==> config.mk <==
export PLATFORM = sky130hd
export DESIGN_NAME = wb_port_arbiter
export DESIGN_NICKNAME = d
export VERILOG_FILES = /design/src/rtl/wb_port_arbiter_pkg.sv /design/src/rtl/wb_port_arbiter.sv
export SDC_FILE = /design/constraint.sdc
export NUM_CORES = 1
export LEC_CHECK = 0
export CAP_MARGIN = 20
export CORE_MARGIN = 10
export CORE_UTILIZATION = 30
export CTS_CLUSTER_DIAMETER = 100
export DETAILED_ROUTE_END_ITERATION = 10
export PLACE_DENSITY_LB_ADDON = 0.05
export SLEW_MARGIN = 10
export SYNTH_ARGS = -nofsm -noshare
export SYNTH_HDL_FRONTEND = slang
export SYNTH_SLANG_ARGS = --single-unit
export TNS_END_PERCENT = 10
==> constraint.sdc <==
create_clock -name clk_i -period 1.74 [get_ports clk_i]
set_input_delay 0.348 -clock clk_i [delete_from_list [all_inputs] [get_ports clk_i]]
set_output_delay 0.348 -clock clk_i [all_outputs]
set_load 0.05 [all_outputs]
==> src/rtl/wb_port_arbiter_pkg.sv <==
// Shared widths and FSM encoding for the write-back / debug register-file port arbiter.
package wb_port_arbiter_pkg;

  localparam int NB_DATA_DEF     = 32;
  localparam int NB_REG_ADDR_DEF = 5;
  // Wide enough for the largest legal starvation limit (15).
  localparam int CNT_W           = 4;

  typedef enum logic [1:0] {
    ST_IDLE  = 2'd0,
    ST_WAIT  = 2'd1,
    ST_STALL = 2'd2,
    ST_RESP  = 2'd3
  } arb_state_e;

endpackage

==> src/rtl/wb_port_arbiter.sv <==
// Shares the register-file write port between the WB stage (absolute priority) and the
// debug unit; a debug request starved for STARVE_MAX WB cycles stalls the front pipeline.
module wb_port_arbiter
  import wb_port_arbiter_pkg::*;
#(
  parameter int NB_DATA     = NB_DATA_DEF,
  parameter int NB_REG_ADDR = NB_REG_ADDR_DEF,
  parameter int STARVE_MAX  = 4
) (
  input  logic                   clk_i,
  input  logic                   reset_n_i,
  input  logic                   wb_valid_i,
  input  logic [NB_REG_ADDR-1:0] wb_addr_i,
  input  logic [NB_DATA-1:0]     wb_data_i,
  input  logic                   dbg_req_i,
  input  logic                   dbg_we_i,
  input  logic [NB_REG_ADDR-1:0] dbg_addr_i,
  input  logic [NB_DATA-1:0]     dbg_wdata_i,
  output logic                   dbg_ack_o,
  output logic [NB_DATA-1:0]     dbg_rdata_o,
  output logic                   rf_we_o,
  output logic [NB_REG_ADDR-1:0] rf_waddr_o,
  output logic [NB_DATA-1:0]     rf_wdata_o,
  output logic [NB_REG_ADDR-1:0] rf_raddr_o,
  input  logic [NB_DATA-1:0]     rf_rdata_i,
  output logic                   pipe_stall_o
);

  localparam logic [CNT_W-1:0] STARVE_LIM = CNT_W'(STARVE_MAX);

  arb_state_e          state_q, state_d;
  logic [CNT_W-1:0]    cnt_q, cnt_d;
  logic [CNT_W-1:0]    cnt_inc;
  logic                we_q;
  logic                from_stall_q;
  logic [NB_DATA-1:0]  rdata_q;
  logic                issue;

  // The debug access goes out only in a WB bubble while the request is still held.
  assign issue   = ((state_q == ST_WAIT) || (state_q == ST_STALL)) && dbg_req_i && !wb_valid_i;
  assign cnt_inc = cnt_q + 1'b1;

  // NOTE: sequential state uses non-blocking assignments so every register samples
  // pre-edge values, independent of process ordering.
  always_ff @(posedge clk_i or negedge reset_n_i) begin
    if (!reset_n_i) begin
      state_q      <= ST_IDLE;
      cnt_q        <= '0;
      we_q         <= 1'b0;
      from_stall_q <= 1'b0;
      rdata_q      <= '0;
    end else begin
      state_q      <= state_d;
      cnt_q        <= cnt_d;
      from_stall_q <= (state_q == ST_STALL);
      if (issue) we_q <= dbg_we_i;
      if ((state_q == ST_RESP) && !we_q) rdata_q <= rf_rdata_i;
    end
  end

  // NOTE: every combinationally written signal gets a default first, so no path
  // leaves it unassigned and no latch is inferred.
  always_comb begin
    state_d = state_q;
    cnt_d   = cnt_q;
    unique case (state_q)
      ST_IDLE: begin
        if (dbg_req_i) begin
          state_d = ST_WAIT;
          cnt_d   = '0;
        end
      end
      ST_WAIT: begin
        if (!dbg_req_i) begin
          state_d = ST_IDLE;
        end else if (!wb_valid_i) begin
          state_d = ST_RESP;
        end else begin
          if (cnt_q < STARVE_LIM) cnt_d = cnt_inc;
          if (cnt_inc >= STARVE_LIM) state_d = ST_STALL;
        end
      end
      ST_STALL: begin
        if (!dbg_req_i) state_d = ST_IDLE;
        else if (!wb_valid_i) state_d = ST_RESP;
      end
      ST_RESP: state_d = ST_IDLE;
      default: state_d = ST_IDLE;
    endcase
  end

  always_comb begin
    rf_we_o    = 1'b0;
    rf_waddr_o = wb_addr_i;
    rf_wdata_o = wb_data_i;
    if (wb_valid_i) begin
      rf_we_o = (wb_addr_i != '0);
    end else if (issue && dbg_we_i) begin
      rf_we_o    = (dbg_addr_i != '0);
      rf_waddr_o = dbg_addr_i;
      rf_wdata_o = dbg_wdata_i;
    end
    // Register $0 is hard-wired; reset must also silence a live WB write.
    if (!reset_n_i) rf_we_o = 1'b0;

    rf_raddr_o   = dbg_addr_i;
    dbg_ack_o    = (state_q == ST_RESP);
    // Read data arrives during RESP, so it is forwarded with the ack and then held.
    dbg_rdata_o  = ((state_q == ST_RESP) && !we_q) ? rf_rdata_i : rdata_q;
    pipe_stall_o = (state_q == ST_STALL) || ((state_q == ST_RESP) && from_stall_q);
  end

endmodule

==> report_table.html <==
<table>
<tr><th>Metric</th><th>Value</th></tr>
<tr><th colspan="2">Worst setup path</th></tr>
<tr><td>Crit Path Class</td><td>flop to primary output</td></tr>
<tr><td>Setup crit start kind</td><td>flop</td></tr>
<tr><td>Slowest stage cell, crit path</td><td>dfrtp_1</td></tr>
<tr><td>Endpoint required time on the critical path</td><td>1.39 ns</td></tr>
<tr><td>CP cell instances</td><td>inv_2, ha_4, nand4b_4, buf_12, mux2_2, buf_12</td></tr>
<tr><td>Combined buffer and inverter count along the critical path</td><td>3</td></tr>
<tr><td>Slowest Stage Delay on Critical Path</td><td>0.41 ns</td></tr>
<tr><td>Max Fanout on Critical Path</td><td>19</td></tr>
<tr><td>Crit path max-delay family</td><td>buffers and inverters</td></tr>
<tr><td>Capturing element type of the critical path</td><td>primary output</td></tr>
<tr><td>Data arrival time of the critical path</td><td>1.83 ns</td></tr>
<tr><td>Most prevalent standard cell on the critical path</td><td>buf_12</td></tr>
<tr><th colspan="2">Pwr</th></tr>
<tr><td>Switching share of power</td><td>45.3%</td></tr>
<tr><td>Static leakage</td><td>0.00242 µW</td></tr>
<tr><td>Power per Cell Area</td><td>1520 nW/µm²</td></tr>
<tr><td>Maximum vdd drop</td><td>0.00128 V</td></tr>
<tr><td>Switching power summed over all nets</td><td>3470 µW</td></tr>
<tr><td>Clock network fraction of design power</td><td>9.6%</td></tr>
<tr><td>Part of the power in registers</td><td>20.0%</td></tr>
<tr><td>Internal power of the cells</td><td>4180 µW</td></tr>
<tr><td>Part of the power in combinational logic</td><td>70.4%</td></tr>
<tr><td>Total power consumption of the routed design</td><td>7640 µW</td></tr>
<tr><th colspan="2">Synthesis</th></tr>
<tr><td>Post-synthesis area per instance</td><td>12.8 µm²</td></tr>
<tr><td>Sequential cell area fraction in the yosys report</td><td>43.4%</td></tr>
<tr><td>Combined area of all synthesized cells</td><td>2310 µm²</td></tr>
<tr><td>Dominant cells by area after synthesis</td><td>dfrtp_1 43%, mux2_2 29%, mux2_4 5.2%</td></tr>
<tr><td>Distinct cell type count after synthesis</td><td>37</td></tr>
<tr><td>Post-synth top area share</td><td>43.4%</td></tr>
<tr><td>Post-synthesis register bit count</td><td>40</td></tr>
<tr><td>Post-synthesis cell type with the largest combined area</td><td>dfrtp_1</td></tr>
<tr><td>Net Count, Synth</td><td>297</td></tr>
<tr><td>Synthesized instance count</td><td>180</td></tr>
<tr><td>Post-synthesis async set-or-reset flop share</td><td>100%</td></tr>
<tr><td>Leading post-synthesis cells by instance count</td><td>59 x mux2_2, 40 x dfrtp_1, 8 x mux2_4, 8 x nand2_1, 7 x buf_2</td></tr>
<tr><td>Post-synth EDFFs</td><td>0</td></tr>
<tr><td>Top_reg_cell synth</td><td>dfrtp_1</td></tr>
<tr><td>Warning count from the yosys run</td><td>0</td></tr>
<tr><td>Dominant cell by count in the synthesized netlist</td><td>mux2_2</td></tr>
<tr><th colspan="2">Global route</th></tr>
<tr><td>Number of global-route vias before repair</td><td>2459</td></tr>
<tr><td>Wire length of the first global-routing pass</td><td>13.3 mm</td></tr>
<tr><td>Largest net degree at the start of global routing</td><td>41</td></tr>
<tr><td>Total congestion overflow</td><td>0</td></tr>
<tr><td>Number of antenna violations at the first check in global routing</td><td>0</td></tr>
<tr><td>Global routing usage summed across all routing layers</td><td>14.3%</td></tr>
<tr><th colspan="2">Cells and area</th></tr>
<tr><td>Filler cell count</td><td>577</td></tr>
<tr><td>Antenna cell count</td><td>0</td></tr>
<tr><td>Share of post-route cells with drive strength above 1</td><td>50.0%</td></tr>
<tr><td>Final core utilization</td><td>68.1%</td></tr>
<tr><td>Net count reported at finish</td><td>506</td></tr>
<tr><td>Post-route insts no fill</td><td>489</td></tr>
<tr><td>Growth of design area from synthesis to finish</td><td>117%</td></tr>
<tr><th colspan="2">CTS</th></tr>
<tr><td>TritonCTS clock tree</td><td>yes</td></tr>
<tr><td>Number of buffers added by the clock tree synthesis step</td><td>5</td></tr>
<tr><td>H-tree Lvls</td><td>2</td></tr>
<tr><td>Maximum root-to-sink buffer count</td><td>2</td></tr>
<tr><td>Clock root buffer</td><td>clkbuf_8</td></tr>
<tr><td>Clock tree sinks</td><td>40</td></tr>
<tr><td>Cts hold-fix bufs</td><td>0</td></tr>
<tr><td>Clock latency on the worst-skew pair</td><td>0.28 ns</td></tr>
<tr><td>Clock transition time at the flip-flop clock pins of the worst setup and hold paths</td><td>0.08 ns</td></tr>
<tr><th colspan="2">Floorplan</th></tr>
<tr><td>Die Wd</td><td>108 µm</td></tr>
<tr><td>Placement Rows</td><td>31</td></tr>
<tr><td>Height of the die</td><td>108 µm</td></tr>
<tr><td>Initial standard-cell utilization of the core</td><td>31.3%</td></tr>
<tr><td>I/O Pins</td><td>188</td></tr>
<tr><td>Area of the die</td><td>11600 µm²</td></tr>
<tr><td>Area of the core</td><td>7370 µm²</td></tr>
<tr><th colspan="2">Placement</th></tr>
<tr><td>Post-placement worst setup slack</td><td>-0.423 ns</td></tr>
<tr><td>Port buffer count</td><td>187</td></tr>
<tr><td>Half-perimeter wire length of the detailed placement result</td><td>7.49 mm</td></tr>
<tr><td>GP Congestion</td><td>0.812</td></tr>
<tr><td>Number of instances in the placed design</td><td>479</td></tr>
<tr><th colspan="2">Route</th></tr>
<tr><td>Routed vias/inst</td><td>4.48</td></tr>
<tr><td>Sum of routed wire length over all layers</td><td>8.70 mm</td></tr>
<tr><td>First-iteration detailed-routing DRC count</td><td>50</td></tr>
<tr><td>Number of nets with antenna violations after detailed routing</td><td>0</td></tr>
<tr><td>Count of unresolved DRC violations after routing</td><td>0</td></tr>
<tr><td>Average detailed-routed wire length per instance</td><td>17.8 µm</td></tr>
<tr><td>Number of optimization iterations in the first detailed-route pass</td><td>3</td></tr>
<tr><td>Via Count</td><td>2192</td></tr>
<tr><th colspan="2">STA</th></tr>
<tr><td>Final setup TNS</td><td>-28.40 ns</td></tr>
<tr><td>Slew Limit Headroom</td><td>67.2%</td></tr>
<tr><td>Unrepaired setup endpoints after global routing</td><td>true</td></tr>
<tr><td>Setup clock skew after layout</td><td>0.00335 ns</td></tr>
<tr><td>Minimum clock period</td><td>2.17 ns</td></tr>
<tr><td>Slew at the pin with the worst max-slew slack</td><td>0.491 ns</td></tr>
<tr><td>Final Max Slew Viols</td><td>0</td></tr>
<tr><td>Final Worst Setup Slack</td><td>-0.434 ns</td></tr>
<tr><td>Setup-violating endpoint count in the final report</td><td>71</td></tr>
<tr><td>Final Hold Viols</td><td>0</td></tr>
<tr><td>Ratio of final minimum period to clock period</td><td>125%</td></tr>
<tr><td>Peak Freq</td><td>460 MHz</td></tr>
<tr><th colspan="2">Worst hold path</th></tr>
<tr><td>Worst hold path type</td><td>primary input to async pin</td></tr>
<tr><th colspan="2">Run status</th></tr>
<tr><td>Status</td><td>finished, violations left</td></tr>
<tr><td>Failing checks</td><td>negative setup slack</td></tr>
<tr><th colspan="2">Run</th></tr>
<tr><td>Max Cap Violations</td><td>0</td></tr>
</table>
==> registers in the layout, indices dropped and copies added (netlist names) <==
| register | count |
|---|---|
| cnt_q | 4 |
| from_stall_q | 1 |
| rdata_q | 32 |
| state_q | 2 |
| we_q | 1 |
==> logic make-up (layout without fill, tap and decap cells) <==
logic type / after synthesis / after routing / synth area share [%]
adder cells (fa/ha/maj): 6 / 6 / 3.25
multiplexers: 72 / 72 / 36.3
AND/OR/NAND/NOR: 25 / 25 / 6.50
AO/OA/AOI/OAI: 19 / 19 / 5.85
buffers and inverters: 18 / 228 / 4.77
flip-flops: 40 / 40 / 43.4
==> path summary, 6_finish.rpt <==
check | start | end | slack, ns | cells past startpoint
max | state_q[0] | rf_waddr_o[3] | -0.43 | 6
min | reset_n_i | rdata_q[10] | 0.19 | 2
max reg2reg | state_q[0] | state_q[0] | 0.12 | 6
min reg2reg | rdata_q[22] | rdata_q[22] | 0.50 | 1
max in group asynchronous | reset_n_i | rdata_q[3] | 1.21 | 2
min in group clk_i | rdata_q[22] | rdata_q[22] | 0.50 | 1
==> power groups by stage <==
stage / Clock [µW] / Combinational (µW) / Sequential, µW
final: 733 / 5380 / 1530
after global routing: 799 / 5660 / 1580
after CTS: 760 / 5420 / 1530
after detailed placement: 0 / 5030 / 1540
after global placement: 0 / 5010 / 1530
after floorplan: 0 / 3460 / 1490
==> cell type report <==
| type | count | area (µm²) | area share (%) |
|---|---|---|---|
| clock buffers | 5 | 68.8 | 1.37 |
| well taps | 99 | 124 | 2.47 |
| repair buffers | 217 | 2360 | 47.0 |
| inverters | 3 | 11.3 | 0.224 |
| clock inverters | 3 | 42.5 | 0.847 |
| multi-input cells | 122 | 1410 | 28.1 |
| flip-flops and latches | 40 | 1000 | 19.9 |
==> per-stage QoR <==
step	hold slack (ns)	cell area, µm²
6_report	0.194	5020
4_1_cts	0.228	5000
3_5_place_dp	0.478	4680
5_1_grt	0.242	5020
3_3_place_gp	0.475	4680
2_1_floorplan	0.0524	2540
==> cells in the final DEF, fill, tap and decap left out, types with 3 or more instances in the layout <==
master,n
buf_4,33
mux2_2,11
nand2_1,8
o21ai_0,4
nor2_1,3
mux2i_1,3
ha_1,3
clkdlybuf4s50_1,109
buf_12,20
dfrtp_1,40
a21oi_1,3
buf_6,52
mux2_4,58
clkbuf_8,5
==> per-layer routing <==
metal  global-route usage (%)  up-vias  part of all wire, %
li1                         -     1062                    -
met1                     15.0     1022                   36
met2                     25.5      108                   51
met3                     8.02        0                   13
met4                     1.15        0                    0
met5                        0        -                    0
==> repair_timing <==
item | CTS | global route
endpoints found under the setup margin | 72 | 72
setup buffers | 1 | 1
gates resized for setup | 58 | 3
pin swaps | 0 | 0
gates cloned | 0 | 0
Power figures use the tool's default switching activity.
